**src/rtl/fwd_hazard_ctrl.sv**
```systemverilog
// Forwarding and hazard controller for the 5-stage pipeline: operand forwarding, load-use stalls, memory-wait freezes.
// Define HAZ_STALL_CNT_EN to add the stall_cnt_o counter of stall/freeze cycles.
module fwd_hazard_ctrl #(
    parameter int REG_ADDR_W = 5,
    parameter int WAIT_MAX   = 16
) (
    input  logic                  clk_i,
    input  logic                  rst_i,
    input  logic                  id_valid_i,
    input  logic [REG_ADDR_W-1:0] id_rs_i,
    input  logic [REG_ADDR_W-1:0] id_rt_i,
    input  logic                  id_uses_rt_i,
    input  logic [REG_ADDR_W-1:0] id_rd_i,
    input  logic                  id_reg_write_i,
    input  logic                  id_mem_read_i,
    input  logic                  id_mem_write_i,
    input  logic                  mem_ready_i,
    input  logic                  flush_i,
    output logic [1:0]            fwd_a_sel_o,
    output logic [1:0]            fwd_b_sel_o,
    output logic                  pc_write_o,
    output logic                  ifid_write_o,
    output logic                  idex_bubble_o,
    output logic                  pipe_freeze_o,
`ifdef HAZ_STALL_CNT_EN
    output logic [15:0]           stall_cnt_o,
`endif
    output logic                  mem_timeout_o
);

    localparam logic [0:0] ST_RUN     = 1'b0;
    localparam logic [0:0] ST_WAIT    = 1'b1;
    localparam logic [7:0] WAIT_LIMIT = 8'(WAIT_MAX);

    logic                  ex_valid, ex_reg_write, ex_mem_read, ex_mem_write;
    logic [REG_ADDR_W-1:0] ex_rd, ex_rs, ex_rt;
    logic                  mem_valid, mem_reg_write, mem_access;
    logic [REG_ADDR_W-1:0] mem_rd;
    logic                  wb_valid, wb_reg_write;
    logic [REG_ADDR_W-1:0] wb_rd;

    logic [0:0] state, state_nxt;
    logic [7:0] wait_cnt, wait_cnt_nxt;
    logic       timeout_q;
    logic       freeze, load_hit, stall;
    logic       mem_fwd_ok, wb_fwd_ok;

    // In WAIT the freeze tracks ready alone; the MEM shadow is held so it still names the access.
    always_comb begin
        freeze = 1'b0;
        if (state == ST_WAIT)
            freeze = !mem_ready_i;
        else
            freeze = mem_valid & mem_access & !mem_ready_i;
    end

    assign load_hit = ex_valid & ex_mem_read & (ex_rd != '0) & id_valid_i &
                      ((ex_rd == id_rs_i) | (id_uses_rt_i & (ex_rd == id_rt_i)));
    assign stall    = load_hit & !flush_i & !freeze;

    assign pc_write_o    = !freeze & !stall;
    assign ifid_write_o  = !freeze & !stall;
    assign idex_bubble_o = stall;
    assign pipe_freeze_o = freeze;
    assign mem_timeout_o = timeout_q;

    assign mem_fwd_ok = mem_valid & mem_reg_write & (mem_rd != '0);
    assign wb_fwd_ok  = wb_valid & wb_reg_write & (wb_rd != '0);

    // The younger producer in MEM wins over WB when both target the same register.
    always_comb begin
        fwd_a_sel_o = 2'b00;
        fwd_b_sel_o = 2'b00;
        if (mem_fwd_ok && (mem_rd == ex_rs))
            fwd_a_sel_o = 2'b10;
        else if (wb_fwd_ok && (wb_rd == ex_rs))
            fwd_a_sel_o = 2'b01;
        if (mem_fwd_ok && (mem_rd == ex_rt))
            fwd_b_sel_o = 2'b10;
        else if (wb_fwd_ok && (wb_rd == ex_rt))
            fwd_b_sel_o = 2'b01;
    end

    always_comb begin
        state_nxt    = state;
        wait_cnt_nxt = wait_cnt;
        if (state == ST_RUN) begin
            if (mem_valid && mem_access && !mem_ready_i) begin
                state_nxt    = ST_WAIT;
                wait_cnt_nxt = 8'd1;
            end
        end else begin
            if (mem_ready_i) begin
                state_nxt    = ST_RUN;
                wait_cnt_nxt = 8'd0;
            end else if (wait_cnt != 8'hFF) begin
                wait_cnt_nxt = wait_cnt + 8'd1;
            end
        end
    end

    always_ff @(posedge clk_i) begin
        if (!rst_i) begin
            ex_valid      <= 1'b0;
            ex_reg_write  <= 1'b0;
            ex_mem_read   <= 1'b0;
            ex_mem_write  <= 1'b0;
            ex_rd         <= '0;
            ex_rs         <= '0;
            ex_rt         <= '0;
            mem_valid     <= 1'b0;
            mem_reg_write <= 1'b0;
            mem_access    <= 1'b0;
            mem_rd        <= '0;
            wb_valid      <= 1'b0;
            wb_reg_write  <= 1'b0;
            wb_rd         <= '0;
            state         <= ST_RUN;
            wait_cnt      <= 8'd0;
            timeout_q     <= 1'b0;
        end else begin
            if (!freeze) begin
                wb_valid      <= mem_valid;
                wb_reg_write  <= mem_reg_write;
                wb_rd         <= mem_rd;
                mem_valid     <= ex_valid;
                mem_reg_write <= ex_reg_write;
                mem_access    <= ex_mem_read | ex_mem_write;
                mem_rd        <= ex_rd;
                ex_valid      <= id_valid_i & !stall & !flush_i;
                ex_reg_write  <= id_reg_write_i;
                ex_mem_read   <= id_mem_read_i;
                ex_mem_write  <= id_mem_write_i;
                ex_rd         <= id_rd_i;
                ex_rs         <= id_rs_i;
                ex_rt         <= id_rt_i;
            end
            state    <= state_nxt;
            wait_cnt <= wait_cnt_nxt;
            if ((state_nxt == ST_WAIT) && (wait_cnt_nxt == WAIT_LIMIT))
                timeout_q <= 1'b1;
        end
    end

`ifdef HAZ_STALL_CNT_EN
    logic [15:0] stall_cnt_q;

    always_ff @(posedge clk_i) begin
        if (!rst_i)
            stall_cnt_q <= 16'd0;
        else if ((stall || freeze) && (stall_cnt_q != 16'hFFFF))
            stall_cnt_q <= stall_cnt_q + 16'd1;
    end

    assign stall_cnt_o = stall_cnt_q;
`endif

endmodule
```
**config.mk**
```make
export PLATFORM = sky130hd
export DESIGN_NAME = fwd_hazard_ctrl
export DESIGN_NICKNAME = d
export VERILOG_FILES = /design/src/rtl/fwd_hazard_ctrl.sv
export SDC_FILE = /design/constraint.sdc
export NUM_CORES = 1
export LEC_CHECK = 0
export ABC_AREA = 1
export BUFFER_PORTS_ARGS = -buffer_cell sky130_fd_sc_hd__buf_2
export CAP_MARGIN = 0
export CORE_ASPECT_RATIO = 1.1
export CORE_MARGIN = 5
export CORE_UTILIZATION = 42
export DETAILED_ROUTE_END_ITERATION = 10
export PLACE_DENSITY = 0.64
export SETUP_SLACK_MARGIN = 0.1
export SYNTH_ARGS = -nofsm -noshare
export SYNTH_HDL_FRONTEND = slang
export SYNTH_SLANG_ARGS = --single-unit
```
**constraint.sdc**
```tcl
create_clock -name clk_i -period 2.4 [get_ports clk_i]
set_input_delay 0.72 -clock clk_i [delete_from_list [all_inputs] [get_ports clk_i]]
set_output_delay 0.72 -clock clk_i [all_outputs]
set_load 0.01 [all_outputs]
```
After elaboration in Yosys (flattened, before gate mapping)
Cells that the tools add are included.
- bits in registers: 44
- input port bits: 24
- word-level logic and storage cells: 70
- add/sub/neg operators: 1
- eq/ne operators: 8
- muxes and demuxes: 12
- bitwise operators: 18
- reductions and logical operators: 14
- operator list (kind ; count):
    $mux W8 ; 4
    $eq A5 B5 Y1 ; 6
    $and A1 B1 Y1 ; 16
    $reduce_bool A5 Y1 ; 3
    $add A8 B1 Y8 const B ; 1
    $eq A8 B5 Y1 const B ; 1
    $ne A8 B8 Y1 const B ; 1
    $logic_and A1 B1 Y1 ; 7
    $mux W1 ; 6
    $logic_not A1 Y1 ; 4
    $mux W2 ; 2
    $or A1 B1 Y1 ; 2

Longest topological paths before layout
Gate-level depths: netlist of run 1.
- word-level depth: 9
- gate-level depth with buffers: 11
- gate-level depth less buffers: 11

Least setup slack after synthesis of run 1
OpenSTA, ideal clock, no wires.
- path kind: input-to-output
- start point: in mem_ready_i
- end point: out pc_write_o
- arrival time: 1.683 ns
- required time: 1.680 ns
- setup slack: -0.003 ns
- stages: 6
- path buffers: 2
- cell sequence: inv_1 nand2_1 nand2_2 buf_1 a21oi_1 buf_4
- cells in the longest elaborated chain, start to end: 7
- ends and longest elaborated chain (what ; RTL line ; text):
    from (decl) ; 17 ; input logic mem_ready_i,
    $logic_not A1 Y1 (*) ; 52, 54 ;
    $and A1 B1 Y1 ; 54 ; freeze = mem_valid & mem_access & !mem_ready_i;
    $mux W1 (*) ; 51 ; if (state == ST_WAIT)
    named net pipe_freeze_o ; 24 ; output logic pipe_freeze_o,
    $logic_not A1 Y1 (*) ; - ;
    $and A1 B1 Y1 ; 59 ; assign stall = load_hit & !flush_i & !freeze;
    $logic_not A1 Y1 ; - ;
    $and A1 B1 Y1 (*) ; - ;
    to (decl) ; 21 ; output logic pc_write_o,
Mark *: on every way through the listed nets, which the timed path passes. The rest lies on a longest branch.

Worst setup path in the final report of run 1
- start point: in id_rt_i[2]
- end point: out ifid_write_o
- cells in the longest elaborated chain, start to end: 8
- ends and longest elaborated chain (what ; RTL line ; text):
    from (decl) ; 11 ; input logic [REG_ADDR_W-1:0] id_rt_i,
    $eq A5 B5 Y1 ; 58 ; ((ex_rd == id_rs_i) | (id_uses_rt_i & (ex_rd == id_rt_i)));
    $and A1 B1 Y1 ; 58 ;
    $or A1 B1 Y1 ; 58 ;
    $and A1 B1 Y1 ; 57 ; assign load_hit = ex_valid & ex_mem_read & (ex_rd != '0) & id_valid_i &
    $and A1 B1 Y1 (2 in series) ; 59 ;
    $logic_not A1 Y1 ; 62 ; assign ifid_write_o = !freeze & !stall;
    $and A1 B1 Y1 ; 62 ;
    to (decl) ; 22 ; output logic ifid_write_o,
Every way passes these cells.

==> flow_summary.json, run 1 <==
{
  "status": "finished, final reports clean",
  "num_vias": 2123,
  "synth_largest_area_cell": "dfxtp_1",
  "clk_pin_slew_worst_paths_ps": 80,
  "hold_buffers": 0,
  "synth_area_per_cell_sq_um": 7.11,
  "synth_common_cells": "62 x nor2_1, 44 x dfxtp_1, 41 x nand2_1",
  "rr_endpoint": "ex_valid",
  "portBuffers": 32,
  "drt_first_pass_iters": 4,
  "final_nets": 385,
  "path_max_fanout": 3,
  "end_kind": "primary output",
  "tightest_slew_ps": 429,
  "wire_per_inst_microns": 12.6,
  "synthArstFlopShare": 0,
  "drt_iter0_drc": 119,
  "h-tree-depth": 2,
  "hold_class": "flip-flop to flip-flop",
  "vias_per_cell": 4.87,
  "insertion_delay_ps": 290,
  "postLayoutCoreUtil": 0.521,
  "die-area_sq_um": 6960,
  "wl_met2_mm": 2.79,
  "drive_gt1_frac": 0.224,
  "fp-row-count": 28,
  "area_growth_pct": 21.7,
  "io_pins": 33,
  "yosys_warnings": 0,
  "cellLeakagePower_uw": 0.00127,
  "n_antenna_cell": 0,
  "cts_sinks": 44,
  "post-route-drc-count": 0,
  "crit_arrival_ps": 1610,
  "die_h_microns": 87.0,
  "synth_top_area_share": 0.389,
  "cts_max_path_buffers": 2,
  "die_w_microns": 80.0,
  "tritoncts": "yes",
  "startpoint_type": "primary input",
  "ys_types": 34,
  "synthTopCellsByArea": "dfxtp_1 39%, nor2_1 10%, o21ai_0 7.1%",
  "timing.rr.start": "ex_rd[2]",
  "routed_wl_mm": 5.49,
  "slew_violations": 0,
  "rsz0062_at_grt": "yes",
  "hold_viol_final": 0,
  "synthFlopType": "dfxtp_1",
  "r2r_setup_slack_ps": 220,
  "syn_inst": 318,
  "dp_hpwl_mm": 3.95,
  "setup-violations-final": 0,
  "hp-start": "ex_mem_write",
  "grt_pass1_vias": 1965,
  "timing.fmax_mhz": 428,
  "syn_area_sq_um": 2260,
  "root_buffer": "clkbuf_8",
  "start_util": 0.428,
  "synth-edff-count": 0,
  "cts_buffers": 5,
  "place.gp.congestion": 0.897,
  "grt_pass1_wl_mm": 8.94,
  "routed-wl-met3_microns": 174,
  "maxCapViolCount": 0,
  "holdPathEnd": "ex_mem_write",
  "yosysMostFrequentCell": "nor2_1",
  "grt_max_degree": 34,
  "drtAntennaViolNets": 0,
  "ir_drop_uv": 322,
  "worst-setup-path-type": "primary input to primary output",
  "antenna_found_initial": 0,
  "overflow": 0,
  "met1Wirelength_mm": 2.43,
  "postPlaceCellArea_sq_um": 2510,
  "whs_path_depth": 2,
  "required_ps": 1680,
  "syn_nets": 343,
  "ys_seq_elements": 44,
  "grt_use_total": 0.164,
  "fin_skew_ps": 3.90,
  "dr.max_layer_used": "met4",
  "hold_slack_ps": 462,
  "final_area_sq_um": 2750,
  "relSlewSlack": 0.714,
  "min_period_ps": 2330,
  "reg2regPathDepth": 15,
  "powerDensity_nw_per_um2": 515,
  "coreArea_sq_um": 5290,
  "fin_crit_sh": 0.972,
  "synth-seq-area-share": 0.389
}
==> per-stage QoR <==
| step | total power [uW] | setup TNS, ps | worst slack, ps | cells |
|---|---|---|---|---|
| after CTS | 1420 | 0 | 43.6 | 435 |
| final | 1420 | 0 | 66.2 | 436 |
| after floorplan | 888 | 0 | 167 | 318 |
| after global placement | 934 | -15.7 | -15.7 | 420 |
| after global routing | 1500 | 0 | 6.56 | 436 |
| after detailed placement | 937 | -21.9 | -21.9 | 420 |
==> report_power, final <==
group	total [uW]	switching [uW]	internal (uW)
clock	479	249	230
combinational	146	73.6	72.9
sequential	792	33.5	759
total	1420	356	1060
==> registers in the layout, indices dropped and copies added, names as in the netlist, 5 cells and up <==
| name | flops |
|---|---|
| wait_cnt | 8 |
| ex_rs | 5 |
| ex_rd | 5 |
| wb_rd | 5 |
| mem_rd | 5 |
| ex_rt | 5 |
==> layout by cell type (no fill, tap or decap) <==
cell	synthesis	layout
a21o_1	1	1
a21oi_1	17	16
a21oi_2	1	2
a221oi_2	0	1
buf_2	3	26
buf_4	1	13
buf_6	0	6
buf_8	0	1
clkbuf_8	0	6
clkinv_2	0	2
dfxtp_1	44	41
dfxtp_2	0	3
ha_1	1	1
inv_1	27	25
inv_2	1	2
inv_6	0	1
nand2_1	41	39
nand2_2	5	7
nand2_4	1	1
nand3_1	23	23
nand3_2	1	1
nand3b_1	1	1
nand4_1	2	2
nor2_1	62	62
nor2_2	1	1
nor2_4	2	2
nor3_1	6	6
nor3_2	1	1
nor4_1	4	2
nor4_2	0	2
o2111ai_2	0	1
o211ai_1	1	1
o21ai_0	32	31
o21ai_1	2	2
o21ai_2	0	1
o21bai_1	1	1
o22ai_2	0	1
xnor2_1	14	14
xor2_1	12	12
==> metal layers <==
layer	vias up	GRT usage
met1	962	0.193
li1	1118	-
met3	9	0.0445
met5	-	0
met2	34	0.282
met4	0	0.0645
==> timing repair <==
action / 4_1_cts / 5_1_grt
endpoints found under the setup margin: 3 / 8
setup buffers: 7 / 1
gates resized for setup: 6 / 19
pin swaps: 4 / 10
==> critical path, cell delays in order <==
cell	delay [ps]
buf_8	100
inv_6	60
o21ai_2	50
a221oi_2	170
nand3_1	110
nand2_2	120
buf_6	100
a21oi_2	40
buf_2	140
==> cell type report <==
| cell class | instances | area (sq um) |
|---|---|---|
| Multi-Input combinational cell | 235 | 1260 |
| Clock buffer | 6 | 82.6 |
| Sequential cell | 44 | 885 |
| Inverter | 28 | 110 |
| Timing Repair Buffer | 46 | 310 |
| Fill cell | 528 | 2540 |
| Clock inverter | 2 | 10.0 |
| Tap cell | 75 | 93.8 |
==> worst max path at each step <==
stage	slack, ps	end	startpoint	cells past startpoint
floorplan	170	pc_write_o	mem_ready_i	6
global placement	-20	idex_bubble_o	id_rt_i[2]	9
detailed placement	-20	idex_bubble_o	id_rt_i[2]	9
CTS	40	idex_bubble_o	id_rt_i[2]	9
global route	7	idex_bubble_o	id_rt_i[2]	9
finish	70	ifid_write_o	id_rt_i[2]	9
==> cells by family after synthesis <==
kind of cell | synth area share
flops | 0.389
xor+xnor | 0.101
simple gates | 0.295
compound gates | 0.137
buf+inv | 0.0719
fa+ha+maj | 0.00553
Note: power is estimated with default switching activity, not from simulation.
==> inputs of run 2 (changes only) <==
--- a/config.mk
+++ b/config.mk
@@ -9,10 +9,10 @@
 export BUFFER_PORTS_ARGS = -buffer_cell sky130_fd_sc_hd__buf_2
 export CAP_MARGIN = 0
 export CORE_ASPECT_RATIO = 1.1
-export CORE_MARGIN = 5
 export CORE_UTILIZATION = 42
 export DETAILED_ROUTE_END_ITERATION = 10
 export PLACE_DENSITY = 0.64
+export RECOVER_POWER = 25
 export SETUP_SLACK_MARGIN = 0.1
 export SYNTH_ARGS = -nofsm -noshare
 export SYNTH_HDL_FRONTEND = slang
==> run 2 against run 1 <==
Against the previous run: non-clock buffer count decreased by 3; critical path type unchanged; clock skew increased by 4.1 ps; utilization increased by 1.3 points; critical endpoint is now idex_bubble_o.
==> flow_summary.json, run 2 (synthesized netlist as in run 1, its figures left out) <==
{
  "min_period_ps": 2300,
  "fin_crit_sh": 0.957,
  "fillers": 507,
  "timing.rr.start": "ex_rd[2]",
  "final_common_cell": "nor2_1",
  "h-tree-depth": 2,
  "final_nets": 382,
  "r2r_setup_slack_ps": 220,
  "cts_max_path_buffers": 2,
  "drt_first_pass_iters": 4,
  "start_util": 0.443,
  "rsz0062_at_grt": "yes",
  "io_pins": 33,
  "end_kind": "primary output",
  "timing.fmax_mhz": 436,
  "slew_violations": 0,
  "cts_sinks": 44,
  "area_growth_pct": 20.4,
  "crit_arrival_ps": 1580,
  "insertion_delay_ps": 290,
  "die_h_microns": 79.0,
  "grt_use_total": 0.191,
  "grt_pass1_vias": 1923,
  "tns_ps": 0,
  "drive_gt1_frac": 0.215,
  "postLayoutCoreUtil": 0.534,
  "root_buffer": "clkbuf_8",
  "drtAntennaViolNets": 0,
  "most-common-layout-cells": "63 x nor2_1, 42 x nand2_1, 37 x dfxtp_1",
  "cts_buffers": 5,
  "grt_pass1_wl_mm": 8.51,
  "setup-violations-final": 0,
  "largest_reg_flops": 8,
  "cellLeakagePower_uw": 0.00125,
  "required_ps": 1680,
  "fin_skew_ps": 7.96,
  "clk_pin_slew_worst_paths_ps": 80,
  "ir_drop_uv": 285,
  "reg2regPathDepth": 15,
  "die-area_sq_um": 5680,
  "post-route-drc-count": 0,
  "grt_max_degree": 34,
  "vias_per_cell": 4.88,
  "rr_endpoint": "ex_valid",
  "coreArea_sq_um": 5100,
  "portBuffers": 32,
  "overflow": 0,
  "hold_slack_ps": 458,
  "hold_buffers": 0,
  "top_register": "wait_cnt",
  "drt_iter0_drc": 79,
  "maxCapViolCount": 0,
  "status": "finished, final reports clean",
  "antenna_found_initial": 0,
  "path_max_fanout": 3,
  "tightest_slew_ps": 543,
  "routed_wl_mm": 5.12,
  "whs_path_depth": 2,
  "num_vias": 2098,
  "wire_per_inst_microns": 11.9,
  "fp-row-count": 27,
  "place.gp.congestion": 0.915,
  "startpoint_type": "primary input",
  "dp_hpwl_mm": 3.72,
  "die_w_microns": 72.0,
  "relSlewSlack": 0.637,
  "hp-start": "ex_mem_write",
  "hold_viol_final": 0,
  "powerDensity_nw_per_um2": 566,
  "worst-setup-path-type": "primary input to primary output",
  "n_antenna_cell": 0,
  "holdPathEnd": "ex_mem_write",
  "hold_class": "flip-flop to flip-flop",
  "tritoncts": "yes"
}
-- run 2: cell types whose count changed in the layout (fill, tap and decap cells not counted), sizes merged --
| cell | change |
|---|---|
| clkinv | -2 |
| buf | -5 |
| clkbuf | +3 |
| bufinv | +1 |
-- run 2: final cells by class --
cell class,instances,area [sq um],share of cell area
clock buffers,7,96.3,0.0354
clock inverters,1,30.0,0.0110
inverters,28,110,0.0404
multi-input cells,235,1250,0.458
flip-flops and latches,44,890,0.327
well taps,72,90.1,0.0331
repair buffers,43,262,0.0960
-- run 2: how the worst max path moves through the flow --
stage	startpoint	to	cells past startpoint
finish	id_rt_i[2]	idex_bubble_o	9
global route	id_rt_i[2]	idex_bubble_o	9
CTS	id_rt_i[2]	idex_bubble_o	9
detailed placement	id_rt_i[2]	idex_bubble_o	9
global placement	id_rt_i[2]	idex_bubble_o	9
floorplan	mem_ready_i	pc_write_o	6
-- run 2: what timing repair did --
action                                 CTS  global route
setup endpoints to repair                3             8
gates resized for setup                  6            19
gates cloned                             0             0
pin swaps                                4             6
endpoints found under the hold margin    0             0
buffers inserted                         7             0
-- run 2: where the power goes --
group	total, uW	switching [uW]	leakage [uW]	internal [uW]
Clock	611	244	0.0000645	367
Sequential	793	33.6	0.000364	759
Combinational	139	69.5	0.000817	69.1
Total	1540	347	0.00125	1200
-- run 2: worst max-delay path, stage by stage --
cell and delay (ps):
buf_8 100, inv_6 50, o21ai_2 50, a221oi_2 160, nand3_1 110, nand2_2 110
nand2_2 60, nor2_1 70, buf_2 130
-- run 2: routing by layer --
layer | share of wire | track usage | vias to the layer above
li1 | - | - | 1105
met1 | 0.46 | 0.220 | 949
met2 | 0.50 | 0.339 | 32
met3 | 0.023 | 0.0381 | 12
met4 | 0.022 | 0.0824 | 0
met5 | 0 | 0 | -
-- run 2: per-stage QoR --
step                      instance area [sq um]  power, uW  instances  setup WS, ps
after floorplan                            2270        888        318           167
after global placement                     2490        933        415         -25.0
after detailed placement                   2490        936        415         -35.1
after CTS                                  2680       1550        430          30.0
after global routing                       2720       1620        430         -5.90
final                                      2720       1540        430           104
==> inputs of run 3 (changes only) <==
--- a/config.mk
+++ b/config.mk
@@ -11,6 +11,7 @@
 export CORE_ASPECT_RATIO = 1.1
 export CORE_UTILIZATION = 42
 export DETAILED_ROUTE_END_ITERATION = 10
+export MAX_ROUTING_LAYER = met4
 export PLACE_DENSITY = 0.64
 export RECOVER_POWER = 25
 export SETUP_SLACK_MARGIN = 0.1
==> run 3 against run 2 <==
Against the previous run: routed wire length shrank 0.53%; via count shrank 0.67%; count of clock-buffer cells in the layout shrank 1; first-iteration DRC count grew 35%; critical endpoint unchanged.
==> flow_summary.json, run 3 (synthesized netlist as in run 1, its figures left out) <==
{
  "grt_pass1_wl_mm": 8.49,
  "antenna_found_initial": 0,
  "hold_buffers": 0,
  "drtAntennaViolNets": 0,
  "startpoint_type": "primary input",
  "fin_skew_ps": 7.37,
  "hold_class": "flip-flop to flip-flop",
  "area_growth_pct": 17.1,
  "fp-row-count": 27,
  "tritoncts": "yes",
  "cellLeakagePower_uw": 0.00120,
  "r2r_setup_slack_ps": 530,
  "status": "finished, final reports clean",
  "ir_drop_uv": 380,
  "n_antenna_cell": 0,
  "path_max_fanout": 3,
  "routed_wl_mm": 5.10,
  "coreArea_sq_um": 5100,
  "top_register": "wait_cnt",
  "die_w_microns": 72.0,
  "grt_max_degree": 34,
  "vias_per_cell": 4.89,
  "timing.rr.start": "wait_cnt[1]",
  "die_h_microns": 79.0,
  "grt_pass1_vias": 1891,
  "grt_use_total": 0.198,
  "required_ps": 1680,
  "cts_max_path_buffers": 2,
  "powerDensity_nw_per_um2": 562,
  "hold_viol_final": 0,
  "crit_arrival_ps": 1610,
  "final_common_cell": "nor2_1",
  "reg2regPathDepth": 11,
  "io_pins": 33,
  "maxCapViolCount": 0,
  "tightest_slew_ps": 650,
  "dp_hpwl_mm": 3.75,
  "h-tree-depth": 2,
  "clk_pin_slew_worst_paths_ps": 80,
  "rr_endpoint": "mem_timeout_o",
  "root_buffer": "clkbuf_8",
  "rsz0062_at_grt": "yes",
  "slew_violations": 0,
  "final_nets": 378,
  "fillers": 527,
  "place.gp.congestion": 0.920,
  "postPlaceCellArea_sq_um": 2500,
  "portBuffers": 32,
  "num_vias": 2084,
  "die-area_sq_um": 5680,
  "whs_path_depth": 2,
  "drt_first_pass_iters": 4,
  "wire_per_inst_microns": 12.0,
  "end_kind": "primary output",
  "timing.fmax_mhz": 429,
  "largest_reg_flops": 8,
  "most-common-layout-cells": "63 x nor2_1, 42 x dfxtp_1, 41 x nand2_1",
  "worst-setup-path-type": "primary input to primary output",
  "fin_crit_sh": 0.971,
  "cts_sinks": 44,
  "min_period_ps": 2330,
  "crit_path_start": "id_rt_i[2]",
  "postLayoutCoreUtil": 0.520,
  "final_area_sq_um": 2650,
  "drive_gt1_frac": 0.181,
  "holdPathEnd": "ex_mem_write",
  "setup-violations-final": 0,
  "finalPower_uw": 1490,
  "post-route-drc-count": 0,
  "insertion_delay_ps": 300,
  "drt_iter0_drc": 107,
  "hp-start": "ex_mem_write",
  "start_util": 0.443,
  "relSlewSlack": 0.566,
  "cts_buffers": 5,
  "overflow": 0
}
-- run 3: cell types whose count changed in the layout (fill, tap and decap cells not counted), sizes merged --
| cell | previous run | this run |
|---|---|---|
| clkinv | 0 | 1 |
| buf | 41 | 36 |
-- run 3: where the power goes --
| group | total, uW | internal [uW] | switching (uW) |
|---|---|---|---|
| logic | 137 | 66.5 | 70.8 |
| clock network | 561 | 309 | 252 |
| registers | 791 | 758 | 32.8 |
| total | 1490 | 1130 | 355 |
-- run 3: timing repair --
action                                 in CTS  in global routing
gates resized for setup                     6                 11
setup endpoints to repair                   3                  7
setup buffers                               1                  1
endpoints found under the hold margin       0                  0
pin swaps                                   3                  5
-- run 3: stage by stage --
stage | hold WS, ps | worst slack [ps] | setup TNS (ps) | cells
5_1_grt | 498 | -7.86 | -7.86 | 426
3_5_place_dp | 453 | -50.5 | -50.5 | 416
6_report | 464 | 69.5 | 0 | 426
3_3_place_gp | 448 | -26.9 | -26.9 | 416
4_1_cts | 464 | 33.4 | 0 | 425
2_1_floorplan | 430 | 167 | 0 | 318
-- run 3: critical path: stages --
cell and delay (ps):
buf_8 100, inv_6 50, o21ai_2 50, a221oi_2 170
nand3_1 120, nand2_2 120, nand2_2 60, nor2_1 90
buf_2 130
-- run 3: routing by layer --
layer	GRT usage	up-vias	part of all wire
li1	-	1100	-
met2	0.335	34	0.50
met4	0.0784	0	0.014
met5	-	-	0
met3	0.0368	7	0.037
met1	0.231	943	0.45
-- run 3: final cells by class --
type | instances | area (sq um) | area share
clock inverters | 2 | 35.0 | 0.0132
clock buffers | 6 | 72.6 | 0.0274
repair buffers | 39 | 215 | 0.0812
inverters | 28 | 110 | 0.0415
well taps | 72 | 90.1 | 0.0340
flip-flops and latches | 44 | 883 | 0.333
multi-input cells | 235 | 1240 | 0.469
-- run 3: how the worst max path moves through the flow --
| stage | end | slack [ps] | depth (start not counted) |
|---|---|---|---|
| after global routing | idex_bubble_o | -8 | 9 |
| after global placement | idex_bubble_o | -30 | 9 |
| after floorplan | pc_write_o | 170 | 6 |
| after detailed placement | idex_bubble_o | -50 | 9 |
| final | idex_bubble_o | 70 | 9 |
| after CTS | idex_bubble_o | 30 | 9 |
